[src/rtl/div_seq_if.sv]
// Operand/result bundle for the sequential 24/8 unsigned divider.
// master drives operands and the start request; slave is the divider.
interface div_seq_if;
   logic [23:0] a_bi;
   logic [7:0]  b_bi;
   logic        start_i;
   logic        busy_o;
   logic [23:0] q_bo;
   logic [7:0]  r_bo;
   logic        done_o;
   logic        dbz_o;

   modport master (
      output a_bi, b_bi, start_i,
      input  busy_o, q_bo, r_bo, done_o, dbz_o
   );

   modport slave (
      input  a_bi, b_bi, start_i,
      output busy_o, q_bo, r_bo, done_o, dbz_o
   );
endinterface

[src/rtl/div_seq.sv]
// Restoring 24-bit by 8-bit unsigned divider, one quotient bit per cycle.
// Divide-by-zero answers immediately with all-ones quotient and dbz flag.
module div_seq (
   input logic      clk_i,
   input logic      rst_i,
   div_seq_if.slave bus
);

   typedef enum logic [0:0] {
      IDLE = 1'b0,
      WORK = 1'b1
   } state_t;

   state_t      state_q;
   logic [4:0]  ctr_q;
   logic [7:0]  rem_q;
   logic [23:0] a_q;
   logic [7:0]  b_q;
   logic [23:0] q_q;
   logic [7:0]  r_q;
   logic        done_q;
   logic        dbz_q;

   logic [8:0]  trial_s;
   logic [8:0]  diff_s;
   logic [7:0]  rem_d;
   logic [23:0] quot_d;

   assign bus.busy_o = (state_q == WORK);
   assign bus.q_bo   = q_q;
   assign bus.r_bo   = r_q;
   assign bus.done_o = done_q;
   assign bus.dbz_o  = dbz_q;

   // One restoring step; quotient bits overwrite the already-consumed dividend bits in a_q.
   always_comb begin
      trial_s = {rem_q, a_q[ctr_q]};
      diff_s  = trial_s - {1'b0, b_q};
      quot_d  = a_q;
      if (diff_s[8] == 1'b0) begin
         rem_d          = diff_s[7:0];
         quot_d[ctr_q]  = 1'b1;
      end else begin
         rem_d          = trial_s[7:0];
         quot_d[ctr_q]  = 1'b0;
      end
   end

   // Control FSM with registered results.
   always_ff @(posedge clk_i) begin
      if (!rst_i) begin
         state_q <= IDLE;
         ctr_q   <= 5'd0;
         rem_q   <= 8'd0;
         q_q     <= 24'd0;
         r_q     <= 8'd0;
         done_q  <= 1'b0;
         dbz_q   <= 1'b0;
      end else begin
         done_q <= 1'b0;
         case (state_q)
            IDLE: begin
               if (bus.start_i) begin
                  if (bus.b_bi != 8'd0) begin
                     a_q     <= bus.a_bi;
                     b_q     <= bus.b_bi;
                     rem_q   <= 8'd0;
                     ctr_q   <= 5'd23;
                     state_q <= WORK;
                  end else begin
                     q_q    <= 24'hFFFFFF;
                     r_q    <= 8'd0;
                     dbz_q  <= 1'b1;
                     done_q <= 1'b1;
                  end
               end
            end
            WORK: begin
               a_q   <= quot_d;
               rem_q <= rem_d;
               if (ctr_q == 5'd0) begin
                  q_q     <= quot_d;
                  r_q     <= rem_d;
                  dbz_q   <= 1'b0;
                  done_q  <= 1'b1;
                  state_q <= IDLE;
               end else begin
                  ctr_q <= ctr_q - 5'd1;
               end
            end
            default: begin
               state_q <= IDLE;
            end
         endcase
      end
   end

endmodule

[src/flat_wrapper.sv]
// flat-port wrapper written by rule: the top's interface ports become plain ports
module div_seq_flat 
  (clk_i, rst_i, bus_a_bi, bus_b_bi, bus_start_i, bus_busy_o, bus_q_bo, bus_r_bo, bus_done_o, bus_dbz_o);
  div_seq_if bus_i ();
  input logic clk_i;
  input logic rst_i;
  input wire logic [$bits(bus_i.a_bi)-1:0] bus_a_bi;
  input wire logic [$bits(bus_i.b_bi)-1:0] bus_b_bi;
  input wire logic [$bits(bus_i.start_i)-1:0] bus_start_i;
  output wire logic [$bits(bus_i.busy_o)-1:0] bus_busy_o;
  output wire logic [$bits(bus_i.q_bo)-1:0] bus_q_bo;
  output wire logic [$bits(bus_i.r_bo)-1:0] bus_r_bo;
  output wire logic [$bits(bus_i.done_o)-1:0] bus_done_o;
  output wire logic [$bits(bus_i.dbz_o)-1:0] bus_dbz_o;
  assign bus_i.a_bi = bus_a_bi;
  assign bus_i.b_bi = bus_b_bi;
  assign bus_i.start_i = bus_start_i;
  assign bus_busy_o = bus_i.busy_o;
  assign bus_q_bo = bus_i.q_bo;
  assign bus_r_bo = bus_i.r_bo;
  assign bus_done_o = bus_i.done_o;
  assign bus_dbz_o = bus_i.dbz_o;
  div_seq u_core (.clk_i(clk_i), .rst_i(rst_i), .bus(bus_i));
endmodule
[config.mk]
export PLATFORM = sky130hd
export DESIGN_NAME = div_seq_flat
export DESIGN_NICKNAME = d
export VERILOG_FILES = /design/src/rtl/div_seq_if.sv /design/src/rtl/div_seq.sv /design/src/flat_wrapper.sv
export SDC_FILE = /design/constraint.sdc
export NUM_CORES = 1
export LEC_CHECK = 0
export ABC_AREA = 1
export BUFFER_PORTS_ARGS = -buffer_cell sky130_fd_sc_hd__buf_2
export CAP_MARGIN = 20
export CORE_AREA = 2 2 109 111
export CTS_BUF_LIST = sky130_fd_sc_hd__clkbuf_2
export DETAILED_ROUTE_END_ITERATION = 7
export DIE_AREA = 0 0 111 113
export MAX_ROUTING_LAYER = met4
export PLACE_DENSITY = 0.72
export SYNTH_ARGS = -nofsm -noshare
export SYNTH_HDL_FRONTEND = slang
export SYNTH_SLANG_ARGS = --single-unit
export TNS_END_PERCENT = 100
[constraint.sdc]
create_clock -name clk_i -period 2.7 [get_ports clk_i]
set_clock_uncertainty 0.2 [all_clocks]
set_input_delay 0.135 -clock clk_i [delete_from_list [all_inputs] [get_ports clk_i]]
set_output_delay 0.135 -clock clk_i [all_outputs]
set_load 0.005 [all_outputs]
==> summary.md <==
| Metric | Value |
|---|---|
| Die width | 111 um |
| Post-synthesis sequential area ratio | 43.1% |
| CTS max path bufs | 2 |
| Cells on worst reg2reg path | 21 |
| Slowest CP cell | dfxtp_4 |
| Routed via count | 4629 |
| Multi-input logic area | 0.00226 mm^2 |
| Yosys cell types | 32 |
| Antenna-violating nets left | 0 |
| Register area | 0.00193 mm^2 |
| First-pass GRT wire length | 21400 um |
| Cell mode on critical path | nand2_4 |
| Initial antenna violation count | 1 |
| Clk pin slew, worst setup/hold paths | 0.22 ns |
| Post-Place Cells | 837 |
| Data required time of the worst path | 2.94 ns |
| Setup WS pre-CTS | -0.299 ns |
| Mapped Area | 0.00446 mm^2 |
| CP cell instances | buf_6 > nand2_2 > nand2_1 > nand2_1 > o21ai_1 > nand2_1 > nand2_2 > nor3_2 > ha_2 > fa_2 > inv_2 > nand3_2 > nand2_2 > nand2_4 > nand2_4 > nand2_4 > nand2_4 > buf_6 > buf_16 > nand3_4 > a31oi_4 |
| Via density | 5.16 |
| Insertion delay of the later-clocked pin in the worst-skew pair | 0.58 ns |
| Area delta synth->final | 38.1% |
| Syn nets | 656 |
| Root buffer cell | clkbuf_2 |
| Yosys warns | 0 |
| Part of the cycle the worst path needs | 111% |
| Core area | 0.0113 mm^2 |
| DRC | 0 |
| Status | finished with violations |
| Routability cong. | 0.962 |
| Hold_ws | 0.0685 ns |
| Final wirelength | 13400 um |
| CTS tree | done |
| Post-DP HPWL | 9110 um |
| Vias in the first global route | 4394 |
| Mean Syn Cell Area | 7.34 um^2 |
| Gr ovfl total | 0 |
| Crit path max fanout | 6 |
| Final setup margin | -0.301 ns |
| Hold Crit Class | in2reg |
| Crit end category | flip-flop |
| Port bufs | 69 |
| Arrival @ worst endpoint | 3.24 ns |
| Die area | 0.0125 mm^2 |
| DR iter-0 viols | 297 |
| Critical path launch point type | flip-flop |
| Failing checks | negative setup slack |
| Number of cells on the critical path | 21 |
| Largest net degree at the start of global routing | 44 |
| Final Hold Fails | 0 |
| WHS Path Cells | 2 |
| Worst VDD drop | 0.254 mV |
| I/O pin cnt | 70 |
| Max Cap Violations | 0 |
| Crit path buf inv count | 4 |
| Die height | 113 um |
| Starting density of the core | 39.5% |
| Leakage power total | 0.00300 uW |
| Slew at the pin closest to its max-slew limit | 0.771 ns |
| Post-route insts no fill | 897 |
| Synth top area share | 21.6% |
| FILL cells | 1004 |
| Area leader, netlist | dfxtp_1 |
| CTS H-tree depth | 3 |
| Core Rows | 39 |
| Minimum clock period | 3.00 ns |
| Fmax | 333 MHz |
| Sink Count | 80 |
| Slew Viols, Final | 0 |
| CP Class | reg2reg |
| Pwr/cell area | 489 mW/mm^2 |
| Slew margin rel. | 48.4% |
| # nets final | 797 |
| # setup viols final | 64 |
| CP top delay family | simple AND/OR/NAND/NOR gates |
| 1st-pass router iterations | 5 |
| Synthesized instance count | 607 |
| CP peak stage delay | 0.45 ns |
| CTS Buf Count | 9 |
| GRT Util Overall | 21.9% |
| Yosys reg bits | 80 |
| Avg WL per Cell | 14.9 um |
| Top cells by area, synth | dfxtp_1 (22%), edfxtp_1 (22%), nand2_1 (11%), inv_1 (8.9%), nand3_1 (5.7%) |
| Layout cell share with drive strength beyond 1 | 29.5% |
| RSZ-0062 raised after global routing | true |
| Post-layout util | 54.6% |
## cell families after synthesis
group | synth area share, %
AO/OA/AOI/OAI | 13.8
XOR/XNOR | 0.786
adder cells (fa/ha/maj) | 4.10
buffers and inverters | 12.9
flip-flops | 43.1
AND/OR/NAND/NOR | 25.3
## Yosys cell counts
cell type / count
xor2_1: 4
nor3_1: 2
o211ai_1: 1
clkinv_1: 3
nor2_2: 1
o21ai_2: 1
ha_1: 13
o221a_2: 1
o21ai_1: 49
nand3_2: 1
a21oi_1: 25
buf_1: 1
nor3_2: 3
edfxtp_1: 32
nor3_4: 1
fa_1: 1
clkbuf_1: 11
nand2_1: 125
dfxtp_1: 48
a31oi_1: 25
nand2_2: 2
buf_6: 1
nor2_4: 1
buf_2: 7
nand2_4: 1
nand3_1: 51
inv_2: 10
inv_1: 106
nand4_1: 23
nor2_1: 40
buf_4: 5
o21ai_0: 12
## cell type report
type,instances,share of cell area (%)
diodes,1,0.0407
clock buffers,12,0.976
clock inverters,4,1.12
inverters,119,7.42
multi-input cells,383,36.7
flip-flops and latches,80,31.4
well taps,143,2.91
repair buffers,155,19.4
## registers in the layout, indices dropped and copies added, names as in the netlist
register	cells
u_core.b_q	8
u_core.bus.r_bo	8
u_core.rem_q	8
u_core.bus.dbz_o	1
u_core.ctr_q	5
u_core.bus.done_o	1
u_core.a_q	24
u_core.bus.q_bo	24
u_core.bus.busy_o	1
## per-layer routing
| layer | vias to the layer above | track usage [%] | part of all wire (%) |
|---|---|---|---|
| met1 | 2152 | 27.1 | 43 |
| met3 | 33 | 2.68 | 5.7 |
| li1 | 2278 | - | - |
| met2 | 166 | 36.0 | 48 |
| met4 | 0 | 10.0 | 2.8 |
| met5 | - | - | 0 |
## through the flow
step | power [uW] | instance area, um^2 | setup TNS, ns
floorplan | 1880 | 4510 | 0
global placement | 2160 | 5250 | -10.71
detailed placement | 2170 | 5250 | -14.62
CTS | 2980 | 6030 | -9.87
global route | 3150 | 6150 | -23.83
finish | 3010 | 6150 | -13.79
## placed cells by master (no fill, tap or decap), types with 13 or more instances in the layout
cell type and instances:
a21oi_1 17, a31oi_1 22, buf_2 69, buf_4 40, dfxtp_1 42, dlygate4sd3_1 35, edfxtp_1 32, inv_1 103
nand2_1 109, nand2_2 13, nand3_1 26, nand3_2 23, nand4_1 23, nor2_1 39, o21ai_1 50
## timing repair
action | in CTS | in global routing
setup buffers | 4 | 2
gates cloned | 2 | 1
pin swaps | 11 | 13
setup endpoints to repair | 64 | 64
endpoints found under the hold margin | 78 | 0
hold buffers | 35 | 0
resized for setup | 53 | 22
## final timing paths
kind                                                    start                       endpoint  slack, ns
worst max register to register   u_core.ctr_q[0]$_SDFFE_PN0P_        u_core.a_q[3]$_DFFE_PP_      -0.30
worst min-delay path                              bus_b_bi[6]        u_core.b_q[6]$_DFFE_PP_       0.07
worst max-delay path             u_core.ctr_q[0]$_SDFFE_PN0P_        u_core.a_q[3]$_DFFE_PP_      -0.30
worst min register to register  u_core.bus.dbz_o$_SDFFE_PN0P_  u_core.bus.dbz_o$_SDFFE_PN0P_       0.28
## report_power, final
group	internal, uW	switching (uW)
clock	314	434
combinational	338	488
sequential	1360	71.1
No activity file was read; power rests on OpenSTA's default activity.
